**src/rtl/battle_turn_ctrl.sv**
```systemverilog
// battle_turn_ctrl: sequences one player-vs-CPU battle turn and shares one damage unit between both attackers.
// Optional macro ACCURACY_EN adds an LFSR hit/miss roll per attack; without it every attack hits.
module battle_turn_ctrl #(
    parameter int unsigned HP_W        = 8,
    parameter int unsigned CPU_TIMEOUT = 64,
    parameter logic [7:0]  LFSR_SEED   = 8'hA5
) (
    input  logic            Clk,
    input  logic            Reset,
    input  logic            start,
    input  logic [HP_W-1:0] player_hp_init,
    input  logic [HP_W-1:0] CPU_hp_init,
    input  logic [HP_W-1:0] player_speed,
    input  logic [HP_W-1:0] CPU_speed,
    input  logic            player_move_valid,
    input  logic [1:0]      player_move,
    output logic            player_ready,
    output logic            CPU_turn,
    input  logic            CPU_done,
    input  logic [1:0]      cpu_move,
    output logic            dmg_req,
    output logic            dmg_attacker,
    output logic [1:0]      dmg_move,
    input  logic            dmg_ack,
    input  logic [HP_W-1:0] dmg_value,
    input  logic [HP_W-1:0] move_acc,
    output logic [HP_W-1:0] player_hp,
    output logic [HP_W-1:0] CPU_hp,
    output logic            miss,
    output logic            turn_done,
    output logic            battle_over,
    output logic [1:0]      winner
);

    // state       | meaning
    // IDLE        | no battle loaded
    // WAIT_PLAYER | waiting for the player's move
    // WAIT_CPU    | AI choosing, bounded by CPU_TIMEOUT
    // ORDER       | pick first attacker by speed
    // ATK_REQ     | damage unit requested for current attacker
    // ATK_APPLY   | subtract damage from defender
    // TURN_END    | turn_done pulse, faint check
    // OVER        | battle finished, winner held
    typedef enum logic [2:0] {
        IDLE, WAIT_PLAYER, WAIT_CPU, ORDER, ATK_REQ, ATK_APPLY, TURN_END, OVER
    } state_t;

    localparam int unsigned CNT_W = $clog2(CPU_TIMEOUT + 1);

    state_t          state_q, state_d;
    logic [1:0]      ply_mv_q, ply_mv_d;
    logic [1:0]      cpu_mv_q, cpu_mv_d;
    logic [CNT_W-1:0] cnt_q, cnt_d;
    logic            slot_q, slot_d;
    logic [HP_W-1:0] dmg_q, dmg_d;
    logic [HP_W-1:0] player_hp_q, player_hp_d;
    logic [HP_W-1:0] cpu_hp_q, cpu_hp_d;
    logic            player_ready_q, player_ready_d;
    logic            cpu_turn_q, cpu_turn_d;
    logic            dmg_req_q, dmg_req_d;
    logic            dmg_attacker_q, dmg_attacker_d;
    logic [1:0]      dmg_move_q, dmg_move_d;
    logic            turn_done_q, turn_done_d;
    logic            battle_over_q, battle_over_d;
    logic [1:0]      winner_q, winner_d;
    logic [HP_W-1:0] def_hp, eff_dmg, new_hp;

`ifdef ACCURACY_EN
    logic [7:0] lfsr_q, lfsr_d;
    logic       hit_q, hit_d;
    logic       miss_q, miss_d;
`else
    logic       unused_cfg;
    assign unused_cfg = ^{move_acc, LFSR_SEED};
`endif

    always_comb begin
        state_d        = state_q;
        ply_mv_d       = ply_mv_q;
        cpu_mv_d       = cpu_mv_q;
        cnt_d          = cnt_q;
        slot_d         = slot_q;
        dmg_d          = dmg_q;
        player_hp_d    = player_hp_q;
        cpu_hp_d       = cpu_hp_q;
        dmg_attacker_d = dmg_attacker_q;
        dmg_move_d     = dmg_move_q;
        winner_d       = winner_q;
`ifdef ACCURACY_EN
        lfsr_d  = {lfsr_q[6:0], lfsr_q[7] ^ lfsr_q[5] ^ lfsr_q[4] ^ lfsr_q[3]};
        hit_d   = hit_q;
        eff_dmg = hit_q ? dmg_q : '0;
`else
        eff_dmg = dmg_q;
`endif
        def_hp = dmg_attacker_q ? player_hp_q : cpu_hp_q;
        new_hp = (def_hp > eff_dmg) ? def_hp - eff_dmg : '0;

        case (state_q)
            IDLE: ;
            WAIT_PLAYER: begin
                if (player_move_valid) begin
                    ply_mv_d = player_move;
                    cnt_d    = CNT_W'(CPU_TIMEOUT - 1);
                    state_d  = WAIT_CPU;
                end
            end
            WAIT_CPU: begin
                // CPU_done is checked first so it wins on the last timeout cycle
                if (CPU_done) begin
                    cpu_mv_d = cpu_move;
                    state_d  = ORDER;
                end else if (cnt_q == '0) begin
                    cpu_mv_d = 2'd0;
                    state_d  = ORDER;
                end else begin
                    cnt_d = cnt_q - CNT_W'(1);
                end
            end
            ORDER: begin
                dmg_attacker_d = (player_speed < CPU_speed);
                dmg_move_d     = (player_speed < CPU_speed) ? cpu_mv_q : ply_mv_q;
                slot_d         = 1'b0;
                state_d        = ATK_REQ;
            end
            ATK_REQ: begin
                if (dmg_ack) begin
                    dmg_d   = dmg_value;
`ifdef ACCURACY_EN
                    hit_d   = (move_acc >= HP_W'(100)) || (HP_W'(lfsr_q[6:0]) < move_acc);
`endif
                    state_d = ATK_APPLY;
                end
            end
            ATK_APPLY: begin
                if (dmg_attacker_q) player_hp_d = new_hp;
                else                cpu_hp_d    = new_hp;
                if (new_hp == '0 || slot_q) begin
                    state_d = TURN_END;
                end else begin
                    slot_d         = 1'b1;
                    dmg_attacker_d = ~dmg_attacker_q;
                    dmg_move_d     = dmg_attacker_q ? ply_mv_q : cpu_mv_q;
                    state_d        = ATK_REQ;
                end
            end
            TURN_END: begin
                if (player_hp_q == '0) begin
                    winner_d = 2'b10;
                    state_d  = OVER;
                end else if (cpu_hp_q == '0) begin
                    winner_d = 2'b01;
                    state_d  = OVER;
                end else begin
                    state_d = WAIT_PLAYER;
                end
            end
            OVER: ;
            default: state_d = IDLE;
        endcase

        if (start) begin
            player_hp_d = player_hp_init;
            cpu_hp_d    = CPU_hp_init;
            winner_d    = 2'b00;
            slot_d      = 1'b0;
            state_d     = WAIT_PLAYER;
        end

        player_ready_d = (state_d == WAIT_PLAYER);
        cpu_turn_d     = (state_d == WAIT_CPU);
        dmg_req_d      = (state_d == ATK_REQ);
        turn_done_d    = (state_d == TURN_END);
        battle_over_d  = (state_d == OVER);
`ifdef ACCURACY_EN
        miss_d = (state_d == ATK_APPLY) && !hit_d;
`endif
    end

    always_ff @(posedge Clk) begin
        if (Reset) begin
            state_q        <= IDLE;
            ply_mv_q       <= '0;
            cpu_mv_q       <= '0;
            cnt_q          <= '0;
            slot_q         <= 1'b0;
            dmg_q          <= '0;
            player_hp_q    <= '0;
            cpu_hp_q       <= '0;
            player_ready_q <= 1'b0;
            cpu_turn_q     <= 1'b0;
            dmg_req_q      <= 1'b0;
            dmg_attacker_q <= 1'b0;
            dmg_move_q     <= '0;
            turn_done_q    <= 1'b0;
            battle_over_q  <= 1'b0;
            winner_q       <= '0;
`ifdef ACCURACY_EN
            lfsr_q         <= LFSR_SEED;
            hit_q          <= 1'b0;
            miss_q         <= 1'b0;
`endif
        end else begin
            state_q        <= state_d;
            ply_mv_q       <= ply_mv_d;
            cpu_mv_q       <= cpu_mv_d;
            cnt_q          <= cnt_d;
            slot_q         <= slot_d;
            dmg_q          <= dmg_d;
            player_hp_q    <= player_hp_d;
            cpu_hp_q       <= cpu_hp_d;
            player_ready_q <= player_ready_d;
            cpu_turn_q     <= cpu_turn_d;
            dmg_req_q      <= dmg_req_d;
            dmg_attacker_q <= dmg_attacker_d;
            dmg_move_q     <= dmg_move_d;
            turn_done_q    <= turn_done_d;
            battle_over_q  <= battle_over_d;
            winner_q       <= winner_d;
`ifdef ACCURACY_EN
            lfsr_q         <= lfsr_d;
            hit_q          <= hit_d;
            miss_q         <= miss_d;
`endif
        end
    end

    assign player_ready = player_ready_q;
    assign CPU_turn     = cpu_turn_q;
    assign dmg_req      = dmg_req_q;
    assign dmg_attacker = dmg_attacker_q;
    assign dmg_move     = dmg_move_q;
    assign player_hp    = player_hp_q;
    assign CPU_hp       = cpu_hp_q;
    assign turn_done    = turn_done_q;
    assign battle_over  = battle_over_q;
    assign winner       = winner_q;
`ifdef ACCURACY_EN
    assign miss = miss_q;
`else
    assign miss = 1'b0;
`endif

endmodule

```
**config.mk**
```make
export PLATFORM = sky130hd
export DESIGN_NAME = battle_turn_ctrl
export DESIGN_NICKNAME = d
export VERILOG_FILES = /design/src/rtl/battle_turn_ctrl.sv
export SDC_FILE = /design/constraint.sdc
export NUM_CORES = 1
export LEC_CHECK = 0
export CAP_MARGIN = 0
export CORE_MARGIN = 4
export CORE_UTILIZATION = 45
export CTS_CLUSTER_SIZE = 30
export DETAILED_ROUTE_END_ITERATION = 16
export MAX_ROUTING_LAYER = met4
export PLACE_DENSITY = 0.76
export SLEW_MARGIN = 10
export SYNTH_ARGS = -nofsm -noshare
export SYNTH_HDL_FRONTEND = slang
export SYNTH_SLANG_ARGS = --single-unit
export TNS_END_PERCENT = 100
```
**constraint.sdc**
```tcl
create_clock -name Clk -period 4.3 [get_ports Clk]
set_clock_uncertainty 0.15 [all_clocks]
set_input_delay 0.86 -clock Clk [delete_from_list [all_inputs] [get_ports Clk]]
set_output_delay 0.86 -clock Clk [all_outputs]
set_load 0.01 [all_outputs]
```
==> results.toml <==
[outcome]
status = "finished clean"

[critical_path]
crit_fanout = 13
cp.arrival_ns = 3.74
regToRegSetupSlack_ns = 0.60
critPathCaptureType = "flop"
start_kind = "flop"
rr_worst_depth = 9
setup.worst_path.class = "reg -> reg"
reg2reg_to = "dmg_move[1]"
worstPathRequired_ns = 4.35
r2r-start = "dmg_attacker"

[timing]
period_minus_slack_ns = 3.70
tns_ns = 0
fmax_ghz = 0.270
final_max_slew_viol_count = 0
rsz0062_at_grt = "no"
finalHoldViolations = 0
holdWs_ns = 0.314
period_share_pct = 86.0
setup_ws_ns = 0.603
relSlewSlack_pct = 37.9
final-setup-viol-count = 0
tightest_slew_ns = 0.929

[place]
place_area_um2 = 3730
io_buffers = 75
dp_hpwl_um = 5940
numPlacedInstances = 507
gp_congestion = 0.884
dp_slack_ns = 0.631

[logic_synthesis]
syn-cell-area_um2 = 2980
async_reset_ff_share_pct = 0
synth_cells = 375
yosysSeqAreaShare_pct = 32.9
yosysUniqueCellTypes = 57
synth_enable_flop_cells = 0
synth_nets = 452
synth_seq_cells = 49
yosysWarnings = 0
synthFlopType = "dfxtp_1"
syn_area_per_cell_um2 = 7.94

[detailed_routing]
vias_per_cell = 5.47
drcViolationCount = 0
postRouteAntennaNets = 0
firstDrtPassIters = 4
wl_per_cell_um = 14.7
routed_wl_um = 7550
drtIter0Drc = 178
vias = 2804

[global_routing]
grt_pass1_vias = 2576
track_usage_pct = 19.4
antenna_found_initial = 0
grt_overflow = 0
grt_pass1_wl_um = 11900
grt_max_degree = 29

[clock_network]
cts_resized = 0
cts_htree_levels = 2
clock_latency_ns = 0.30
cts_buffer_depth = 2
cts_setup_buffers = 0
clock_sinks = 49
clockRootBuffer = "clkbuf_8"
cts_tree = "built"
cts-buffers-inserted = 5
hold_buffers = 0
clk_pin_slew_ns = 0.08

[layout]
layoutNonFillerInstCount = 513
n_antenna_cell = 0
drive_gt1_share_pct = 5.28
area_delta_synth_final_pct = 27.8
nNetsFinal = 514
nFillCells = 603
finalInstanceArea_um2 = 3810

[power]
ir_worst_vdd_mv = 0.134
power_leakage_nw = 1.50
power_density_nw_per_um2 = 276

[die]
die_area_um2 = 7990
die_w_um = 89.4
num_io_pins = 85
fp.coreArea_um2 = 6390
start_util_pct = 46.6
rows = 29
die_h_um = 89.4

[worst_hold_path]
min_path_type = "reg -> reg"
hp-start = "winner[0]"
worstHoldEndpoint = "winner[0]"
hold_path_depth = 2

[job]
drv_cap = 0
[final cells by class]
cell class	instances	area (µm²)	area share (%)
Timing Repair Buffer	76	758	19.9
Clock buffer	5	68.8	1.81
Tap cell	77	96.3	2.53
Sequential cell	49	981	25.8
Inverter	25	93.8	2.47
Multi-Input combinational cell	280	1800	47.4
Clock inverter	1	5.00	0.131
[worst max-delay path: stages (launching register included)]
cell and delay, ns:
dfxtp_1 0.69, mux2_2 0.42, ha_1 0.39, nor4b_1 0.20
a2111oi_2 0.37, o311ai_1 0.20, or2_1 0.27, o31ai_1 0.28
and2_1 0.26, mux2_2 0.35
[per-layer routing]
layer	track usage [%]	wire length, µm
met5	-	0
met4	4.47	71
met3	3.69	591
met2	31.3	3510
met1	25.3	3380
[cell families after synthesis]
family / count (synthesis) / synth area share [%]
AOI/OAI and AO/OA: 87 / 20.5
and+or+nand+nor: 150 / 23.9
buffers and inverters: 46 / 6.55
other: 1 / 0.126
DFF: 49 / 32.9
muxes: 15 / 5.38
xor gates and xnor gates: 8 / 2.35
adders and majority gates: 19 / 8.23
[state kept, by name (all words and copies together), names as in the netlist]
| register | cells |
|---|---|
| CPU_hp | 8 |
| CPU_turn | 1 |
| battle_over | 1 |
| cnt_q | 7 |
| cpu_mv_q | 2 |
| dmg_attacker | 1 |
| dmg_move | 2 |
| dmg_q | 8 |
| dmg_req | 1 |
| player_hp | 8 |
| player_ready | 1 |
| ply_mv_q | 2 |
| slot_q | 1 |
| state_q | 3 |
| turn_done | 1 |
| winner | 2 |
[worst max path at each step]
| stage | from | to |
|---|---|---|
| 2_1_floorplan | dmg_attacker | dmg_move[0] |
| 3_3_place_gp | dmg_attacker | dmg_move[0] |
| 3_5_place_dp | dmg_attacker | dmg_move[1] |
| 4_1_cts | dmg_attacker | dmg_move[1] |
| 5_1_grt | dmg_attacker | dmg_move[1] |
| 6_report | dmg_attacker | dmg_move[1] |
[per-stage QoR]
stage / util, % / power (mW)
global placement: 58.4 / 0.800
global route: 59.6 / 1.12
detailed placement: 58.4 / 0.808
finish: 59.6 / 1.05
floorplan: - / 0.693
CTS: 59.6 / 1.06
[cell usage after synthesis (all sizes together), types with 4 or more instances]
cell | count | area (µm²)
o21ai | 8 | 40.0
clkbuf | 15 | 56.3
a21oi | 28 | 144
mux2i | 7 | 70.1
ha | 18 | 225
a311oi | 11 | 96.3
nor2 | 60 | 225
buf | 6 | 45.0
nand3 | 8 | 40.0
nand2 | 34 | 128
nor3 | 8 | 45.0
xor2 | 7 | 61.3
nand2b | 6 | 37.5
dfxtp | 49 | 981
nor4 | 6 | 37.5
a211oi | 8 | 60.1
inv | 25 | 93.8
a21o | 4 | 30.0
nor3b | 4 | 35.0
nor2b | 6 | 37.5
or2 | 4 | 25.0
mux2 | 8 | 90.1
[where the power goes]
part	total, mW	internal [mW]	switching [mW]
combinational	0.299	0.151	0.148
clock	0.252	0.107	0.145
sequential	0.500	0.476	0.0244
total	1.05	0.734	0.318
[placed cells by master (no fill, tap or decap), drive strengths merged, types with 3 or more instances in the layout]
cell type | netlist | routed
nand2 | 34 | 34
mux2 | 8 | 8
a21oi | 28 | 28
nor3b | 4 | 4
nor2b | 6 | 6
a21o | 4 | 4
a311oi | 11 | 11
a211oi | 8 | 8
mux2i | 7 | 7
ha | 18 | 18
inv | 25 | 25
clkdlybuf4s50 | 0 | 75
or2 | 4 | 4
nand3 | 8 | 8
nor4 | 6 | 6
nand4 | 3 | 3
clkbuf | 15 | 5
nor3 | 8 | 8
nor2 | 60 | 60
xor2 | 7 | 7
and3b | 3 | 3
o21ai | 8 | 8
nand3b | 3 | 3
dfxtp | 49 | 49
nand2b | 6 | 6
Power figures use the tool's default switching activity.
